File: src/rtl/load_store_unit.sv
// ---------------------------------------------------------------------------
// load_store_unit
//
// Memory-access stage that sits directly after the execute ALU. It takes one
// load or store request, runs a single transaction on a req/ack data bus, and
// returns sign/zero-extended load data or a store completion to writeback.
// The pipeline stalls while busy is high.
//
// Optional feature macro: LSU_MISALIGN_TRAP_EN
//   defined   : a misaligned halfword/word is faulted without touching the bus
//   undefined : misaligned low address bits are ignored (H uses addr[1],
//               W uses lane 0) and the access proceeds normally
//
// Parameters
//   TIMEOUT    cycles spent in REQ without mem_ack before aborting (1..65535)
//
// Ports
//   clk, rst          rising-edge clock, synchronous active-high reset
//   start             request strobe, only looked at while idle
//   is_load/is_store  request direction (exactly one must be set)
//   funct3            RV32I width/sign encoding (B, H, W, BU, HU)
//   addr, wdata       effective address and store data
//   busy              high whenever a request is being worked on
//   done              one-cycle completion pulse
//   rdata             extended load data while done is high, otherwise 0
//   fault             qualifies done: illegal, misaligned (trap build) or timeout
//   mem_req..mem_wdata bus request side, held stable until mem_ack
//   mem_rdata,mem_ack bus response side
// ---------------------------------------------------------------------------
module load_store_unit #(
   parameter int TIMEOUT = 255
) (
   input  logic        clk,
   input  logic        rst,
   input  logic        start,
   input  logic        is_load,
   input  logic        is_store,
   input  logic [2:0]  funct3,
   input  logic [31:0] addr,
   input  logic [31:0] wdata,
   output logic        busy,
   output logic        done,
   output logic [31:0] rdata,
   output logic        fault,
   output logic        mem_req,
   output logic        mem_we,
   output logic [31:0] mem_addr,
   output logic [3:0]  mem_be,
   output logic [31:0] mem_wdata,
   input  logic [31:0] mem_rdata,
   input  logic        mem_ack
);

   typedef enum logic [1:0] {
      S_IDLE = 2'd0,
      S_REQ  = 2'd1,
      S_RESP = 2'd2
   } state_t;

   state_t      state;
   state_t      state_next;

   logic [15:0] timer;
   logic [1:0]  addr_lo_q;
   logic [2:0]  funct3_q;
   logic        is_load_q;
   logic        fault_q;
   logic [31:0] rdata_q;

   logic        req_illegal;
   logic        req_misalign;
   logic        req_fault;
   logic [3:0]  be_calc;
   logic [31:0] wdata_calc;
   logic [7:0]  lane_byte;
   logic [15:0] lane_half;
   logic [31:0] load_fmt;
   logic        timeout_hit;

   // Decode whether the incoming request can ever reach the bus. Both or
   // neither direction bits, the unused funct3 codes, and unsigned stores
   // (SBU/SHU do not exist) are all rejected.
   always_comb begin
      req_illegal = (is_load == is_store);
      case (funct3)
         3'b000, 3'b001, 3'b010: ;
         3'b100, 3'b101: if (is_store) req_illegal = 1'b1;
         default:        req_illegal = 1'b1;
      endcase
   end

`ifdef LSU_MISALIGN_TRAP_EN
   assign req_misalign = ((funct3[1:0] == 2'b01) && addr[0]) ||
                         ((funct3[1:0] == 2'b10) && (addr[1:0] != 2'b00));
`else
   assign req_misalign = 1'b0;
`endif

   assign req_fault = req_illegal | req_misalign;

   // Byte-lane enables and replicated store data for the incoming request.
   // Replicating the data means the memory never has to shift anything;
   // it just writes whichever lanes are enabled.
   always_comb begin
      be_calc    = 4'b0000;
      wdata_calc = 32'h0;
      case (funct3[1:0])
         2'b00: begin
            be_calc    = 4'b0001 << addr[1:0];
            wdata_calc = {4{wdata[7:0]}};
         end
         2'b01: begin
            be_calc    = addr[1] ? 4'b1100 : 4'b0011;
            wdata_calc = {2{wdata[15:0]}};
         end
         2'b10: begin
            be_calc    = 4'b1111;
            wdata_calc = wdata;
         end
         default: ;
      endcase
   end

   // Pull the addressed byte/halfword out of the returned word and extend
   // it according to the latched funct3 (bit 2 set means unsigned).
   always_comb begin
      lane_byte = mem_rdata[{addr_lo_q, 3'b000} +: 8];
      lane_half = mem_rdata[{addr_lo_q[1], 4'b0000} +: 16];
      case (funct3_q)
         3'b000:  load_fmt = {{24{lane_byte[7]}}, lane_byte};
         3'b001:  load_fmt = {{16{lane_half[15]}}, lane_half};
         3'b100:  load_fmt = {24'h0, lane_byte};
         3'b101:  load_fmt = {16'h0, lane_half};
         default: load_fmt = mem_rdata;
      endcase
   end

   // The timer counts completed REQ cycles without an ack, so comparing with
   // TIMEOUT-1 keeps mem_req up for exactly TIMEOUT cycles.
   assign timeout_hit = (timer == 16'(TIMEOUT - 1));

   // Next-state logic. An ack in the same cycle as the timeout wins.
   always_comb begin
      state_next = state;
      case (state)
         S_IDLE: if (start) state_next = req_fault ? S_RESP : S_REQ;
         S_REQ:  if (mem_ack || timeout_hit) state_next = S_RESP;
         S_RESP: state_next = S_IDLE;
         default: state_next = S_IDLE;
      endcase
   end

   // State register plus the request/response datapath. Bus fields are
   // captured once at acceptance so they stay stable for the whole REQ
   // phase even if the requester changes its inputs.
   always_ff @(posedge clk) begin
      if (rst) begin
         state     <= S_IDLE;
         timer     <= 16'h0;
         addr_lo_q <= 2'b00;
         funct3_q  <= 3'b000;
         is_load_q <= 1'b0;
         fault_q   <= 1'b0;
         rdata_q   <= 32'h0;
         mem_we    <= 1'b0;
         mem_addr  <= 32'h0;
         mem_be    <= 4'b0000;
         mem_wdata <= 32'h0;
      end else begin
         state <= state_next;
         case (state)
            S_IDLE: begin
               if (start) begin
                  timer     <= 16'h0;
                  addr_lo_q <= addr[1:0];
                  funct3_q  <= funct3;
                  is_load_q <= is_load;
                  fault_q   <= req_fault;
                  rdata_q   <= 32'h0;
                  mem_we    <= is_store & ~req_fault;
                  mem_addr  <= {addr[31:2], 2'b00};
                  mem_be    <= req_fault ? 4'b0000 : be_calc;
                  mem_wdata <= req_fault ? 32'h0 : wdata_calc;
               end
            end
            S_REQ: begin
               if (mem_ack) begin
                  rdata_q <= is_load_q ? load_fmt : 32'h0;
               end else begin
                  timer <= timer + 16'd1;
                  if (timeout_hit) fault_q <= 1'b1;
               end
            end
            default: ;
         endcase
      end
   end

   assign busy    = (state != S_IDLE);
   assign done    = (state == S_RESP);
   assign mem_req = (state == S_REQ);
   assign fault   = done & fault_q;
   assign rdata   = done ? rdata_q : 32'h0;

endmodule

File: config.mk
export PLATFORM = sky130hd
export DESIGN_NAME = load_store_unit
export DESIGN_NICKNAME = d
export VERILOG_FILES = /design/src/rtl/load_store_unit.sv
export SDC_FILE = /design/constraint.sdc
export NUM_CORES = 1
export LEC_CHECK = 0
export ABC_AREA = 0
export BUFFER_PORTS_ARGS = -buffer_cell sky130_fd_sc_hd__buf_2
export CAP_MARGIN = 10
export CORE_ASPECT_RATIO = 0.5
export CORE_MARGIN = 2
export CORE_UTILIZATION = 30
export CTS_CLUSTER_SIZE = 20
export DETAILED_ROUTE_END_ITERATION = 7
export PLACE_DENSITY_LB_ADDON = 0.12
export SYNTH_ARGS = -nofsm -noshare
export SYNTH_HDL_FRONTEND = slang
export SYNTH_SLANG_ARGS = --single-unit
File: constraint.sdc
create_clock -name clk -period 3.58 [get_ports clk]
set_input_delay 0.358 -clock clk [delete_from_list [all_inputs] [get_ports clk]]
set_output_delay 0.358 -clock clk [all_outputs]
set_load 0.05 [all_outputs]
Word-level counts from Yosys, hierarchy flattened

Cells that the tools add are included.

Register bits after elaboration: 124
Input bits: 105
Output and inout bits: 105
Logic and storage cells: 74

Add/sub/neg operators: 1
Equal/unequal tests: 18
Shift operators: 3
Multiplexer cells: 24
Bitwise logic cells: 3
Reductions and logical operators: 14

Operators with widths:

| operator                                        | number |
|---|---|
| 2-to-1 mux 32 bit                               | 5 |
| one-hot mux 32 bit (4 select lines)             | 1 |
| one-hot mux 32 bit (3 select lines)             | 1 |
| one-hot mux 32 bit (2 select lines)             | 1 |
| 2-to-1 mux 16 bit                               | 2 |
| one-hot mux 16 bit (2 select lines)             | 1 |
| variable part select 32 x 6 -> 16 bit           | 1 |
| variable part select 32 x 6 -> 8 bit            | 1 |
| adder 16 x 1 -> 16 bit (second input constant)  | 1 |
| == test 16 x 8 -> 1 bit (second input constant) | 1 |
| == test 3 bit (second input constant)           | 4 |
| one-hot mux 4 bit (3 select lines)              | 1 |
| 2-to-1 mux 4 bit                                | 2 |
| == test 3 x 1 -> 1 bit (second input constant)  | 2 |
| logical NOT 3 bit                               | 2 |
| 2-to-1 mux 2 bit                                | 3 |
| != test 2 x 1 -> 1 bit (second input constant)  | 3 |
| AND reduction 3 bit                             | 2 |
| == test 2 x 1 -> 1 bit (second input constant)  | 2 |
| == test 2 bit (second input constant)           | 2 |
| logical NOT 2 bit                               | 2 |
| 2-to-1 mux 1 bit                                | 4 |
| != test 2 bit (second input constant)           | 2 |
| one-hot mux 1 bit (2 select lines)              | 2 |
| other kinds (12)                                | 15 |

Depth between registers and ports, before layout

Gate-level depths: netlist of run 1.

Depth after elaboration: 6
Depth in mapped cells: 8
Gate-level depth less buffers: 6

Least setup slack after synthesis of run 1

OpenSTA, ideal clock, no wires.

Kind: register to output
Start point: reg state[1]
End point: out rdata[22]
Arrival: 1827 ps
Required time: 3222 ps
Slack: 1395 ps
Cell stages (with the launch flop): 5
Buffers on the path: 2
Cell sequence: dfxtp_1 buf_6 nor2b_1 clkbuf_1 and2_1

Word-level cells in the longest chain between the ends: 2

RTL lines:

| element                | line | text |
|---|---|---|
| start, declared        | 60   | `state_t state;` |
| start signal, assigned | 170  | `state <= state_next;` |
| == test 2 bit          | 200  | `assign done = (state == S_RESP);` |
| named net done         | 42   | `output logic done,` |
| 2-to-1 mux 32 bit      | 203  | `assign rdata = done ? rdata_q : 32'h0;` |
| end, declared          | 43   | `output logic [31:0] rdata,` |

The timed path passes the listed nets, and every way through them passes these cells.

Worst setup path after layout of run 1

Start point: reg state[1]
End point: out rdata[7]

Word-level cells in the longest chain between the ends: 2

RTL lines:

| element           | line |
|---|---|
| == test 2 bit     | 200 |
| 2-to-1 mux 32 bit | 203 |

Every way passes these cells.

==> metrics, run 1 <==
postcts setup bufs 0; final total power 3.958 mW; Nets about 930; clk slew on worst S/H paths around 0.060 ns; Synth area leader dfxtp_1; cts bufs inserted 17; main flop type after synthesis dfxtp_1; num rows 34; Hold Slack approximately 0.17 ns; CP Max Fanout 32; number of global-route vias before repair around 5,000; skew final a little under 0.009 ns; Worst-Skew Late Latency approximately 0.41 ns; most common cell in the synthesized netlist dfxtp_1; via/cell ratio about 4.9; die width around 190 um; Critical Path Start state[1]; wire per inst 16.01 um; synth top area cells dfxtp_1 (45%), a21oi_1 (7.5%), nand2_1 (6.9%); Rel. slew slack approximately 45%; Worst Path Required around 3.2 ns; GRT Util Overall ~18%; Post-synth ARST share 0%; CTS Hold Buffers Added 0; port bufs about 210; RePlAce Congestion ~0.76; hold wc startpoint wdata[4]; leakage 3.237 nW; Syn Area/Cell 8.551 um2; Worst Setup Path Type flop to output port; yosys synthesis warning count 0; Area Growth Syn to Fin 34.19%; drt total wl about 17,000 um; Syn Inst Count about 640; cts repair resizes 0; critical path's slowest cell dfxtp_1; final setup vio count 0; IO Pins 210; core area 0.01761 mm2; P per Cell Area between 500 and 600 mW/mm2; design area 0.007332 mm2; Peak Freq ~430 MHz; Routed Antenna Nets 0; startpoint type of the worst setup path flop; DIE AREA a little under 0.02 mm2; post-synthesis cell type count 50; Seq/Total Area, Yosys 45.43%; Max Transition Viols Final 0; Post-synth top cells dfxtp_1 (124), nand2_1 (101), a21oi_1 (82); first-pass GRT wire length 26,880 um; RR Startpoint state[0]; minimum clock period 2.329 ns; Max Cap Viol 0; Netlist Area Pre-Place between 0.005 and 0.006 mm2; crit path buf inv count 2; total gr overflow 0; clock sink total approximately 120; H-tree levels 4; residual DRC count 0; 1st-pass router iterations 4; Fin Setup TNS 0 ns; CTS tree built; crit end category output port; status finished clean; largest net degree at the start of global routing 46; HPWL Detailed approximately 12,000 um; slew at the pin with the worst max-slew slack just over 0.8 ns; layout cells sized above 1 between 30% and 40%; register bit total from synthesis 124; area share of the largest cell type after synthesis ~45%; initial antenna violation count 1; number of flops mapped to enable cells by yosys 0; Core Util, Final 41.63%; Largest stage delay, worst path 0.52 ns; Clock Path Buffers 2; initial core utilization slightly above 30%; worst-path cell chain nor2b_2, buf_4, and2_1, buf_2; Max VDD drop ~0.35 mV; Die Height roughly 99 um; RSZ-0062 raised after global routing no; Hold WC Path Type primary input to flop; delay-heaviest family, CP buffers and inverters; final hold vios 0; CTS root buffer clkbuf_16; number of DRC markers in iteration 0 between 200 and 300; total number of vias around 5,300; Tcrit/Tclk final between 60 and 70%; critical path arrival between 1.5 and 2 ns; placed inst area about 0.0067 mm2
## worst paths after layout
kind | to | slack (ns) | cells after the start
max reg2reg | rdata_q[21] | 1.29 | 4
min reg2reg | mem_addr[29] | 0.45 | 2
max | rdata[7] | 1.25 | 4
min | mem_wdata[4] | 0.17 | 2
## power by group
part / total [mW] / leakage [nW] / internal (mW) / switching (mW)
sequential: 1.47 / 1.01 / 1.43 / 0.0393
clock: 1.93 / 0.312 / 1.28 / 0.655
combinational: 0.557 / 1.92 / 0.166 / 0.391
total: 3.96 / 3.24 / 2.87 / 1.09
## metal layers
layer  wire, um  part of all wire, %  track usage [%]  vias up
li1           -                    -                -     2651
met1       8198                   48            23.17     2432
met5          0                    0                0        -
met2       7461                   43            26.99      155
met3       1328                  7.7            6.172       15
met4        178                  1.0            6.459        0
## cell usage in the layout, fill, tap and decap left out, drive strengths merged, types with 12 or more instances in the layout
master,n
buf,217
a22o,26
nor3,12
nor2b,22
nor2,18
a32o,15
o21ai,43
dfxtp,124
a221o,16
a21oi,82
clkbuf,19
and2,35
nand2,101
nand2b,17
## final cells by class
type | instances | area, um2
multi-input cells | 459 | 2760
clock inverters | 13 | 211.5
well taps | 234 | 292.8
diodes | 1 | 2.502
clock buffers | 19 | 452.9
fillers | 1813 | 10280
flip-flops and latches | 124 | 2482
repair buffers | 217 | 1111
inverters | 5 | 18.77
## logic make-up after synthesis
| group | count (synthesis) | share of synthesized area [%] |
|---|---|---|
| simple gates | 241 | 22.90 |
| mux | 6 | 1.374 |
| fa+ha+maj | 3 | 0.6870 |
| compound gates | 203 | 24.41 |
| other cells | 1 | 0.06863 |
| xor+xnor | 4 | 0.6413 |
| flops | 124 | 45.43 |
| buf+inv | 57 | 4.488 |
## metrics by stage
| step | cells | setup slack (ns) |
|---|---|---|
| global route | 1071 | 1.069 |
| finish | 1072 | 1.251 |
| detailed placement | 1039 | 1.308 |
| global placement | 1039 | 1.367 |
| floorplan | 640 | 1.395 |
| CTS | 1071 | 1.216 |
## flip-flops by register name (all words and copies together), names as in the netlist
| name | flops |
|---|---|
| funct3_q | 3 |
| mem_we | 1 |
| timer | 16 |
| rdata_q | 32 |
| mem_wdata | 32 |
| state | 2 |
| mem_addr | 30 |
| is_load_q | 1 |
| mem_be | 4 |
| fault_q | 1 |
| addr_lo_q | 2 |
Power figures use the tool's default switching activity.
==> inputs of run 2 (changes only) <==
==> constraint.sdc (replaced) <==
create_clock -name clk -period 2.2 [get_ports clk]
set_input_delay 0.22 -clock clk [delete_from_list [all_inputs] [get_ports clk]]
set_output_delay 0.22 -clock clk [all_outputs]
set_load 0.05 [all_outputs]
==> metrics, run 2 (synthesis results as in run 1) <==
status finished clean; Max Transition Viols Final 0; Worst-Skew Late Latency 0.41 ns; Max VDD drop ~0.53 mV; number of global-route vias before repair between 5,000 and 6,000; Worst Setup Path Type flop to output port; die width between 150 and 200 um; startpoint type of the worst setup path flop; postcts setup bufs 0; residual DRC count 0; final cell count without fillers 1,086; Die Height 99.43 um; layout cells sized above 1 between 30% and 40%; total gr overflow 0; Peak Freq just under 500 MHz; Psw 1.787 mW; HPWL Detailed ~13,000 um; Area Growth Syn to Fin 35.81%; CP Max Fanout 34; worst reg2reg setup slack ~0.26 ns; critical path's slowest cell dfxtp_1; Largest regs mem_wdata: 32 flops, rdata_q: 32 flops, mem_addr: 30 flops; number of DRC markers in iteration 0 327; num rows 34; Tcrit/Tclk final 93.35%; commonest non-fill, non-tap cell in the layout buf_2; filler instances roughly 1,800; Rel. slew slack between 50% and 60%; crit end category output port; clock sink total around 120; final setup vio count 0; Largest stage delay, worst path 0.42 ns; RePlAce Congestion 0.7627; Nets approximately 940; Worst Reg-to-Reg Cells 4; most frequent cells in the layout buf_2 (205), dfxtp_1 (124), nand2_1 (101); worst-path cell chain buf_4, nor2b_2, buf_12, and2_1, clkbuf_4; total number of vias 5,330; skew final 0.005995 ns; sequential share of power 37.8%; WHS Path Cells 2; cts bufs inserted 17; Clock Path Buffers 2; switch share between 20 and 30%; drt total wl approximately 17,000 um; Worst Path Required ~2.0 ns; port bufs 207; hold wc startpoint wdata[7]; CTS root buffer clkbuf_16; DIE AREA around 0.019 mm2; cts repair resizes 0; first-pass GRT wire length between 20,000 and 30,000 um; CTS Hold Buffers Added 0; Max Cap Viol 0; slew at the pin with the worst max-slew slack 0.6125 ns; 1st-pass router iterations 4; P_int 4.504 mW; clk slew on worst S/H paths roughly 0.060 ns; GRT Util Overall between 10% and 20%; Reg-to-Reg End timer[13]; Hold WC Path Type primary input to flop; P per Cell Area ~850 mW/mm2; IO Pins 210; clock share of power 47.1%; Core Util, Final 42.14%; largest net degree at the start of global routing 38; initial antenna violation count 2; initial core utilization between 30 and 40%; RSZ-0062 raised after global routing no; Routed Antenna Nets 0; hold endpoint mem_wdata[7]; wire per inst approximately 16 um; DP Cell Count 1,051; final total power 6.291 mW; RR Startpoint state[0]; CTS tree built; leakage 3.289 nW; H-tree levels 4; Gate power share 15.1%; via/cell ratio about 4.9; minimum clock period approximately 2 ns; Hold Slack approximately 0.026 ns; final hold vios 0; core area 0.01761 mm2; Fin Setup TNS 0 ns; critical path arrival between 1.5 and 2 ns
-- run 2: stage by stage --
step	setup WS, ns	instance area, um2
5_1_grt	0.002438	7413
6_report	0.1463	7421
3_5_place_dp	0.2913	6780
4_1_cts	0.08808	7408
3_3_place_gp	0.3382	6780
2_1_floorplan	0.1534	5468
-- run 2: final cells by class --
type,count,area [um2],area share (%)
antenna,3,7.507,0.1012
clock buffer,20,466.7,6.289
clock inverter,12,161.4,2.175
inverter,5,18.77,0.2529
multi-input combinational,459,2760,37.19
sequential,124,2482,33.45
tap,234,292.8,3.945
timing repair buffer,229,1231,16.59
-- run 2: worst max path at each step --
stage	start	to	slack (ns)	cells after the start
2_1_floorplan	state[1]	rdata[22]	0.15	4
3_3_place_gp	mem_ack	timer[15]	0.34	5
3_5_place_dp	state[0]	timer[13]	0.29	4
4_1_cts	state[1]	rdata[23]	0.09	5
5_1_grt	state[1]	rdata[22]	0.002	5
6_report	state[1]	rdata[23]	0.15	5
-- run 2: power groups by stage --
stage / sequential [mW] / clock, mW / combinational (mW)
after CTS: 2.38 / 3.04 / 0.957
after global routing: 2.39 / 3.13 / 1.03
after detailed placement: 2.43 / 0 / 0.956
final: 2.38 / 2.96 / 0.949
after floorplan: 2.64 / 0 / 0.407
after global placement: 2.43 / 0 / 0.953
-- run 2: metal layers --
layer | GRT usage, % | wire (um)
met3 | 6.002 | 1273
met2 | 27.27 | 7403
met5 | 0 | 0
met4 | 6.107 | 263
met1 | 24.03 | 8473
-- run 2: critical path: cells and delay by family (launching register included) --
kind,cells,cell delay [ns]
simple gates,2,0.37
buf+inv,3,0.62
flops,1,0.42
==> inputs of run 3 (changes only) <==
--- a/config.mk
+++ b/config.mk
@@ -10,7 +10,7 @@
 export CAP_MARGIN = 10
 export CORE_ASPECT_RATIO = 0.5
 export CORE_MARGIN = 2
-export CORE_UTILIZATION = 30
+export CORE_UTILIZATION = 44
 export CTS_CLUSTER_SIZE = 20
 export DETAILED_ROUTE_END_ITERATION = 7
 export PLACE_DENSITY_LB_ADDON = 0.12
==> metrics, run 3 (synthesis results as in run 1) <==
status finished clean; number of DRC markers in iteration 0 roughly 310; number of global-route vias before repair 5,053; Worst-Skew Late Latency around 0.4 ns; worst-path cell chain nor2_1, or4_1, or4_1, a21oi_1; clk slew on worst S/H paths ~0.06 ns; core area ~0.012 mm2; critical path's slowest cell or4_1; Hold Slack about 0.026 ns; RR Startpoint state[0]; Area Growth Syn to Fin 33.30%; CTS tree built; initial antenna violation count 1; worst reg2reg setup slack 0.15 ns; Critical Path Start state[0]; leakage 3.281 nW; CP endpoint timer[13]; postcts setup bufs 0; Routed Antenna Nets 0; area of the multi-input gates 0.002753 mm2; delay-heaviest family, CP simple AND/OR/NAND/NOR gates; final hold vios 0; startpoint type of the worst setup path flop; Hold WC Path Type primary input to flop; P per Cell Area 853.4 mW/mm2; Tcrit/Tclk final ~93%; CTS root buffer clkbuf_16; Die Height roughly 83 um; RSZ-0062 raised after global routing no; slew at the pin with the worst max-slew slack about 0.64 ns; Reg-to-Reg End timer[13]; critical path arrival 2.38 ns; most frequent cells in the layout buf_2 (207), dfxtp_1 (123), nand2_1 (101); IO Pins between 200 and 250; residual DRC count 0; skew final 0.008854 ns; layout cells sized above 1 about a third; total number of vias 5,340; minimum clock period roughly 2.0 ns; Largest regs mem_wdata: 32 flops, rdata_q: 32 flops, mem_addr: 30 flops; Place WS 0.1733 ns; drt total wl roughly 16,000 um; via/cell ratio 5.271; total gr overflow 0; Largest stage delay, worst path ~0.69 ns; DIE AREA 0.01338 mm2; Clock Path Buffers 2; critical path's most frequent cell or4_1; cts bufs inserted 17; GRT Util Overall about a quarter; clock sink total ~120; commonest non-fill, non-tap cell in the layout buf_2; largest net degree at the start of global routing 38; wire per inst between 15 and 20 um; final setup vio count 0; Max Cap Viol 0; Setup WS post-layout between 0.15 and 0.2 ns; first-pass GRT wire length around 25,000 um; Worst Path Required about 2.5 ns; filler instances around 1,100; num rows 28; Worst Reg-to-Reg Cells 4; Nets 942; HPWL Detailed 11,440 um; Rel. slew slack 57.50%; die width between 150 and 200 um; RePlAce Congestion 0.8290; 1st-pass router iterations 5; port bufs just over 200; crit end category flop; initial core utilization 45.74%; critical path depth 4; Peak Freq between 400 and 500 MHz; crit path buf inv count 0; H-tree levels 4; CP Max Fanout 10; Max VDD drop approximately 0.5 mV; Worst Setup Path Type flop to flop; Max Transition Viols Final 0; register area ~0.0025 mm2; Fin Setup TNS 0 ns
-- run 3: cell count changes in the layout (fill, tap and decap cells not counted), sizes merged --
cell	change
clkbuf	-4
inv	+4
clkinvlp	-2
diode	-2
-- run 3: where the power goes --
group          total (mW)  switching (mW)  internal, mW  leakage [nW]
logic               0.923           0.638         0.285          1.97
clock network        2.91            1.08          1.84         0.303
registers            2.38          0.0518          2.33          1.01
total                6.22            1.77          4.45          3.28
-- run 3: what timing repair did --
item,CTS,global route
gates resized for setup,0,1
setup endpoints to repair,0,33
hold buffers,0,0
endpoints found under the hold margin,0,0
-- run 3: worst min-delay path by stage --
stage                             start            end  cells past startpoint
after floorplan                wdata[0]   mem_wdata[0]                      1
after global routing           wdata[1]   mem_wdata[1]                      2
after CTS                      wdata[1]   mem_wdata[1]                      2
after detailed placement      mem_be[2]      mem_be[2]                      2
after global placement    mem_wdata[23]  mem_wdata[23]                      2
final                          wdata[1]   mem_wdata[1]                      2
-- run 3: layer usage --
metal,vias to the layer above,part of all wire (%),global-route usage (%)
li1,2672,-,-
met1,2452,45,30.42
met2,194,44,37.18
met3,22,8.8,8.941
met4,0,1.5,6.656
met5,-,0,0
-- run 3: final cells by class --
type / instances / area share [%]
inverter: 5 / 0.2577
timing repair buffer: 227 / 16.46
multi-input combinational: 459 / 37.79
clock inverter: 14 / 2.491
clock buffer: 18 / 6.030
sequential: 124 / 34.10
antenna: 1 / 0.03436
tap: 165 / 2.835
-- run 3: stage by stage --
| stage | total power [mW] | instances | util (%) | area [um2] |
|---|---|---|---|---|
| floorplan | 3.044 | 640 | - | 5468 |
| global placement | 3.338 | 980 | 55.74 | 6659 |
| detailed placement | 3.347 | 980 | 55.74 | 6659 |
| CTS | 6.266 | 1012 | 60.93 | 7279 |
| global route | 6.483 | 1012 | 60.94 | 7281 |
| finish | 6.216 | 1013 | 60.97 | 7283 |
